**src/rtl/fetch_ctrl.sv**
```systemverilog
// -----------------------------------------------------------------------------
// fetch_ctrl
//
// Instruction-fetch controller. Owns the program counter and sequences one
// fetch at a time from the instruction memory using a valid/ready request
// channel and a valid-only response channel. The fetched instruction is
// presented to decode over a valid/ready handshake.
//
// Control-flow redirects (trap has priority over branch) can arrive in any
// state. A redirect that lands while a fetch is outstanding makes that fetch
// stale, so its response is discarded in S_DROP.
//
// Ports:
//   clk, rst          clock, synchronous active-high reset
//   imem_req_valid    fetch request valid (asserted in S_REQ)
//   imem_req_ready    instruction memory accepts the request
//   imem_req_addr     fetch address, always the current PC
//   imem_resp_valid   response valid, one per accepted request
//   imem_resp_data    fetched instruction
//   if_valid          instruction available to decode (asserted in S_HOLD)
//   if_ready          decode accepts the instruction
//   if_pc, if_instr   PC and instruction being presented to decode
//   br_valid/target   branch redirect
//   trap_valid/target trap redirect (wins over branch)
//   fetch_count       number of completed decode handshakes (wraps)
// -----------------------------------------------------------------------------
module fetch_ctrl #(
  parameter int unsigned        ADDR_W   = 32,
  parameter logic [ADDR_W-1:0]  RESET_PC = '0,
  parameter int unsigned        INSTR_W  = 32
) (
  input  logic               clk,
  input  logic               rst,
  output logic               imem_req_valid,
  input  logic               imem_req_ready,
  output logic [ADDR_W-1:0]  imem_req_addr,
  input  logic               imem_resp_valid,
  input  logic [INSTR_W-1:0] imem_resp_data,
  output logic               if_valid,
  input  logic               if_ready,
  output logic [ADDR_W-1:0]  if_pc,
  output logic [INSTR_W-1:0] if_instr,
  input  logic               br_valid,
  input  logic [ADDR_W-1:0]  br_target,
  input  logic               trap_valid,
  input  logic [ADDR_W-1:0]  trap_target,
  output logic [31:0]        fetch_count
);

  typedef enum logic [2:0] {
    S_IDLE,
    S_REQ,
    S_WAIT,
    S_HOLD,
    S_DROP
  } state_t;

  state_t              state_q,       state_d;
  logic [ADDR_W-1:0]   pc_q,          pc_d;
  logic [ADDR_W-1:0]   if_pc_q,       if_pc_d;
  logic [INSTR_W-1:0]  if_instr_q,    if_instr_d;
  logic [31:0]         fetch_count_q, fetch_count_d;

  logic                redir;
  logic [ADDR_W-1:0]   redir_raw;
  logic [ADDR_W-1:0]   redir_tgt;

  // Redirect selection: trap wins; targets are forced word-aligned.
  assign redir     = trap_valid | br_valid;
  assign redir_raw = trap_valid ? trap_target : br_target;
  assign redir_tgt = redir_raw & ~ADDR_W'(3);

  // Next-state and datapath logic.
  // NOTE: every signal driven here gets a default first, so no path through
  // the case statement can leave one unassigned and infer a latch.
  always_comb begin
    state_d       = state_q;
    pc_d          = pc_q;
    if_pc_d       = if_pc_q;
    if_instr_d    = if_instr_q;
    fetch_count_d = fetch_count_q;

    unique case (state_q)
      S_IDLE: begin
        state_d = S_REQ;
        if (redir) pc_d = redir_tgt;
      end

      S_REQ: begin
        // Responses here are protocol violations and are simply not looked at.
        if (imem_req_ready) begin
          // Request is accepted at the old PC even when redirecting; that
          // fetch is then stale and its response must be dropped.
          state_d = redir ? S_DROP : S_WAIT;
        end
        if (redir) pc_d = redir_tgt;
      end

      S_WAIT: begin
        if (imem_resp_valid) begin
          if (redir) begin
            // Response and redirect together: the response is already stale.
            pc_d    = redir_tgt;
            state_d = S_REQ;
          end else begin
            if_instr_d = imem_resp_data;
            if_pc_d    = pc_q;
            pc_d       = pc_q + ADDR_W'(4);
            state_d    = S_HOLD;
          end
        end else if (redir) begin
          pc_d    = redir_tgt;
          state_d = S_DROP;
        end
      end

      S_DROP: begin
        if (imem_resp_valid) state_d = S_REQ;
        if (redir)           pc_d    = redir_tgt;
      end

      S_HOLD: begin
        // if_pc/if_instr keep their values by default while decode stalls.
        if (if_ready) begin
          fetch_count_d = fetch_count_q + 32'd1;
          state_d       = S_REQ;
        end
        if (redir) begin
          pc_d    = redir_tgt;
          state_d = S_REQ;
        end
      end

      default: state_d = S_IDLE;
    endcase
  end

  // NOTE: state registers use non-blocking assignments so every flop samples
  // the pre-edge value of the others, independent of statement order.
  always_ff @(posedge clk) begin
    if (rst) begin
      state_q       <= S_IDLE;
      pc_q          <= RESET_PC;
      if_pc_q       <= '0;
      if_instr_q    <= '0;
      fetch_count_q <= '0;
    end else begin
      state_q       <= state_d;
      pc_q          <= pc_d;
      if_pc_q       <= if_pc_d;
      if_instr_q    <= if_instr_d;
      fetch_count_q <= fetch_count_d;
    end
  end

  assign imem_req_valid = (state_q == S_REQ);
  assign imem_req_addr  = pc_q;
  assign if_valid       = (state_q == S_HOLD);
  assign if_pc          = if_pc_q;
  assign if_instr       = if_instr_q;
  assign fetch_count    = fetch_count_q;

endmodule

```
**config.mk**
```make
export PLATFORM = sky130hd
export DESIGN_NAME = fetch_ctrl
export DESIGN_NICKNAME = d
export VERILOG_FILES = /design/src/rtl/fetch_ctrl.sv
export SDC_FILE = /design/constraint.sdc
export NUM_CORES = 1
export LEC_CHECK = 0
export CAP_MARGIN = 0
export CORE_AREA = 3 3 128 130
export DETAILED_ROUTE_END_ITERATION = 10
export DIE_AREA = 0 0 131 133
export PLACE_DENSITY = 0.85
export SLEW_MARGIN = 0
export SYNTH_ARGS = -nofsm -noshare
export SYNTH_HDL_FRONTEND = slang
export SYNTH_SLANG_ARGS = --single-unit
```
**constraint.sdc**
```tcl
create_clock -name clk -period 2.45 [get_ports clk]
set_input_delay 0.6125 -clock clk [delete_from_list [all_inputs] [get_ports clk]]
set_output_delay 0.6125 -clock clk [all_outputs]
set_load 0.005 [all_outputs]
```
==> run metrics <==
Lkg Pwr 3.37 nW; RSZ-0062 raised after global routing no; pwr dens 576 nW/um^2; PnR worst setup slack 0.0808 ns; Hold Path Depth 2; clock latency on the worst-skew pair 0.41 ns; GRT overflow 0; CTS max path bufs 2; Placer Congestion 0.941; Setup Skew 0.00672 ns; HP Start if_instr[9]$_SDFFE_PP0P_; Worst Hold Class flip-flop to flip-flop; sequential share of the synthesized area 43.1%; DRC 0; Die Wd 131 microns; HPWL Detailed 15000 microns; Tightest Pin Transition 0.631 ns; maximum clock frequency 0.422 GHz; Slew HR 57.8%; Vias per Instance 5.40; Total GRT Usage 22.9%; Max IR drop VDD 486 uV; layout cells sized above 1 8.77%; Worst-path clk slew 0.05 ns; Final ANT Viol Nets 0; Reg2Reg Depth 5; syn avg cell area 7.75 sq um; CTS sink cnt 131; Finished Cell Area 9480 sq um; FF+latch count, synth 131; Clk network pwr share 48.7%; initial antenna violation count 0; core box area 15300 sq um; Cell Area, Synth 6090 sq um; vias 6750; critical path data arrival time 1.76 ns; max-slew violations 0; vias in the first global route 6337; combinational share of power 10.3%; CP Launch Type flip-flop; Synth Net Count 891; largest net degree at the start of global routing 66; Pre-antenna DRT Iters 5; PortBufs 228; dominant synthesized flop cell dfxtp_1; Syn. warnings 0; Final setup viols 0; Flop pwr share 41.0%; average wire per standard cell 16.3 microns; die area 17400 sq um; Period Utilization, post-route 96.7%; Psw 1.22 mW; CTS tree built; Synth cell types 56; Top Ports 233; Layout Nets 1130; TritonCTS Buffers 17; Synth async-reset ratio 0%; Critical Path End Type primary output; Placement Setup Slack -0.273 ns; Critical R2R Launch fetch_count[10]$_SDFFE_PP0P_; Die Ht 133 microns; Post-synth EDFFs 0; MaxCap Viol Count 0; CP Launch Point state_q[1]$_SDFFE_PP0P_; drt initial violations 644; n_diodes 0; # H-tree levels 4; Worst EP required 1.84 ns; crit path kind flip-flop to primary output; Synth-to-Final Area Change 55.6%; Initial Utilization 39.9%; drt total wl 20400 microns; Pint 4.24 mW; Final Critical Period 2.37 ns; first-pass GRT wire length 32100 microns; Post-Syn Instances 786; Crit Path Max Fanout 11; Sw Ratio 22.3%; outcome completed; total power 5.46 mW; placed cell area 8840 sq um; CTS Root Cell clkbuf_16; endpoints failing hold 0; Core Rows 45
==> synth_stat cells, types with 11 or more instances <==
library cell	number	share of area, %
nand2_1	161	9.9
dfxtp_1	131	43
a21oi_1	96	7.9
nor2_1	58	3.6
clkbuf_1	50	3.1
nand3_1	29	2.4
o21ai_0	22	1.8
and3_1	17	1.7
nand4_1	17	1.7
xor2_1	17	2.4
a31oi_1	11	1.1
and4_1	11	1.6
inv_1	11	0.68
nor3_1	11	0.90
==> kinds of logic after synthesis <==
| logic type | synth area share [%] |
|---|---|
| adders and majority gates | 0.411 |
| muxes | 1.38 |
| AOI/OAI and AO/OA | 20.4 |
| buffers and inverters | 4.42 |
| xor gates and xnor gates | 3.16 |
| DFF | 43.1 |
| and+or+nand+nor | 27.2 |
==> stage by stage <==
stage	util, %	TNS, ns	instances	hold slack, ns
after floorplan	-	0	786	0.453
after global placement	58.0	-2.69	1216	0.441
after detailed placement	58.0	-3.61	1216	0.446
after CTS	62.0	0	1248	0.453
after global routing	62.1	0	1249	0.468
final	62.1	0	1249	0.451
==> state kept, by name (all words and copies together) (netlist names) <==
signal / flops
state_q: 3
fetch_count: 32
if_pc: 32
imem_req_addr: 32
if_instr: 32
==> power by group through the flow <==
stage                     Combinational [mW]  Clock, mW  Sequential [mW]
after floorplan                        0.212          0             2.27
after global placement                 0.550          0             2.28
after detailed placement               0.555          0             2.28
after CTS                              0.560       2.71             2.24
after global routing                   0.609       2.79             2.24
final                                  0.563       2.66             2.24
==> layout make-up <==
type | count | area, sq um
fill | 1298 | 5780
multi-input combinational | 586 | 3220
timing repair buffer | 277 | 2710
sequential | 131 | 2620
clock buffer | 21 | 460
tap | 211 | 264
clock inverter | 11 | 158
inverter | 12 | 45.0
==> path summary, 6_finish.rpt <==
path                                                     end  slack [ns]
worst max register to register  fetch_count[31]$_SDFFE_PP0P_        0.28
worst min register to register      if_instr[9]$_SDFFE_PP0P_        0.45
worst max-delay path                                if_valid        0.08
worst min-delay path                if_instr[9]$_SDFFE_PP0P_        0.45
==> metal layers <==
metal	track usage, %	share of wire (%)	up-vias
li1	-	-	3270
met1	28.7	41	3143
met3	6.06	8.6	40
met2	36.9	47	297
met5	0	0	-
met4	9.83	2.8	0
==> critical path: stages, from the launching register on <==
cell and delay [ns]:
dfxtp_2 0.44, nor2b_2 0.24, and2_1 0.15, clkdlybuf4s50_1 0.52
==> cell usage in the layout, fill, tap and decap left out, types with 5 or more instances in the layout <==
master           count
buf_4               45
or4_1                8
dfxtp_1            130
a22oi_1             10
a31oi_1             11
o211ai_1             7
o21ai_0             22
inv_1               11
buf_12               5
a21o_1               5
nor2_1              57
nor3_1              11
clkdlybuf4s50_1    227
o22ai_1              5
o31ai_1              6
a211oi_1             5
or3_1                8
clkinv_2             6
mux2i_1              5
clkbuf_16           17
nand4_1             17
xnor2_1              5
and3_1              17
nor4_1               6
nand2_1            161
nand3_1             29
and2_1               5
xor2_1              17
a221oi_1             6
a21oi_1             96
and4_1              11
==> repair_timing <==
| action | in CTS | in global routing |
|---|---|---|
| endpoints found under the setup margin | 1 | 3 |
| setup buffers | 0 | 1 |
| resized for setup | 2 | 1 |
| gates cloned | 0 | 0 |
| hold buffers | 0 | 0 |
Power figures use the tool's default switching activity.
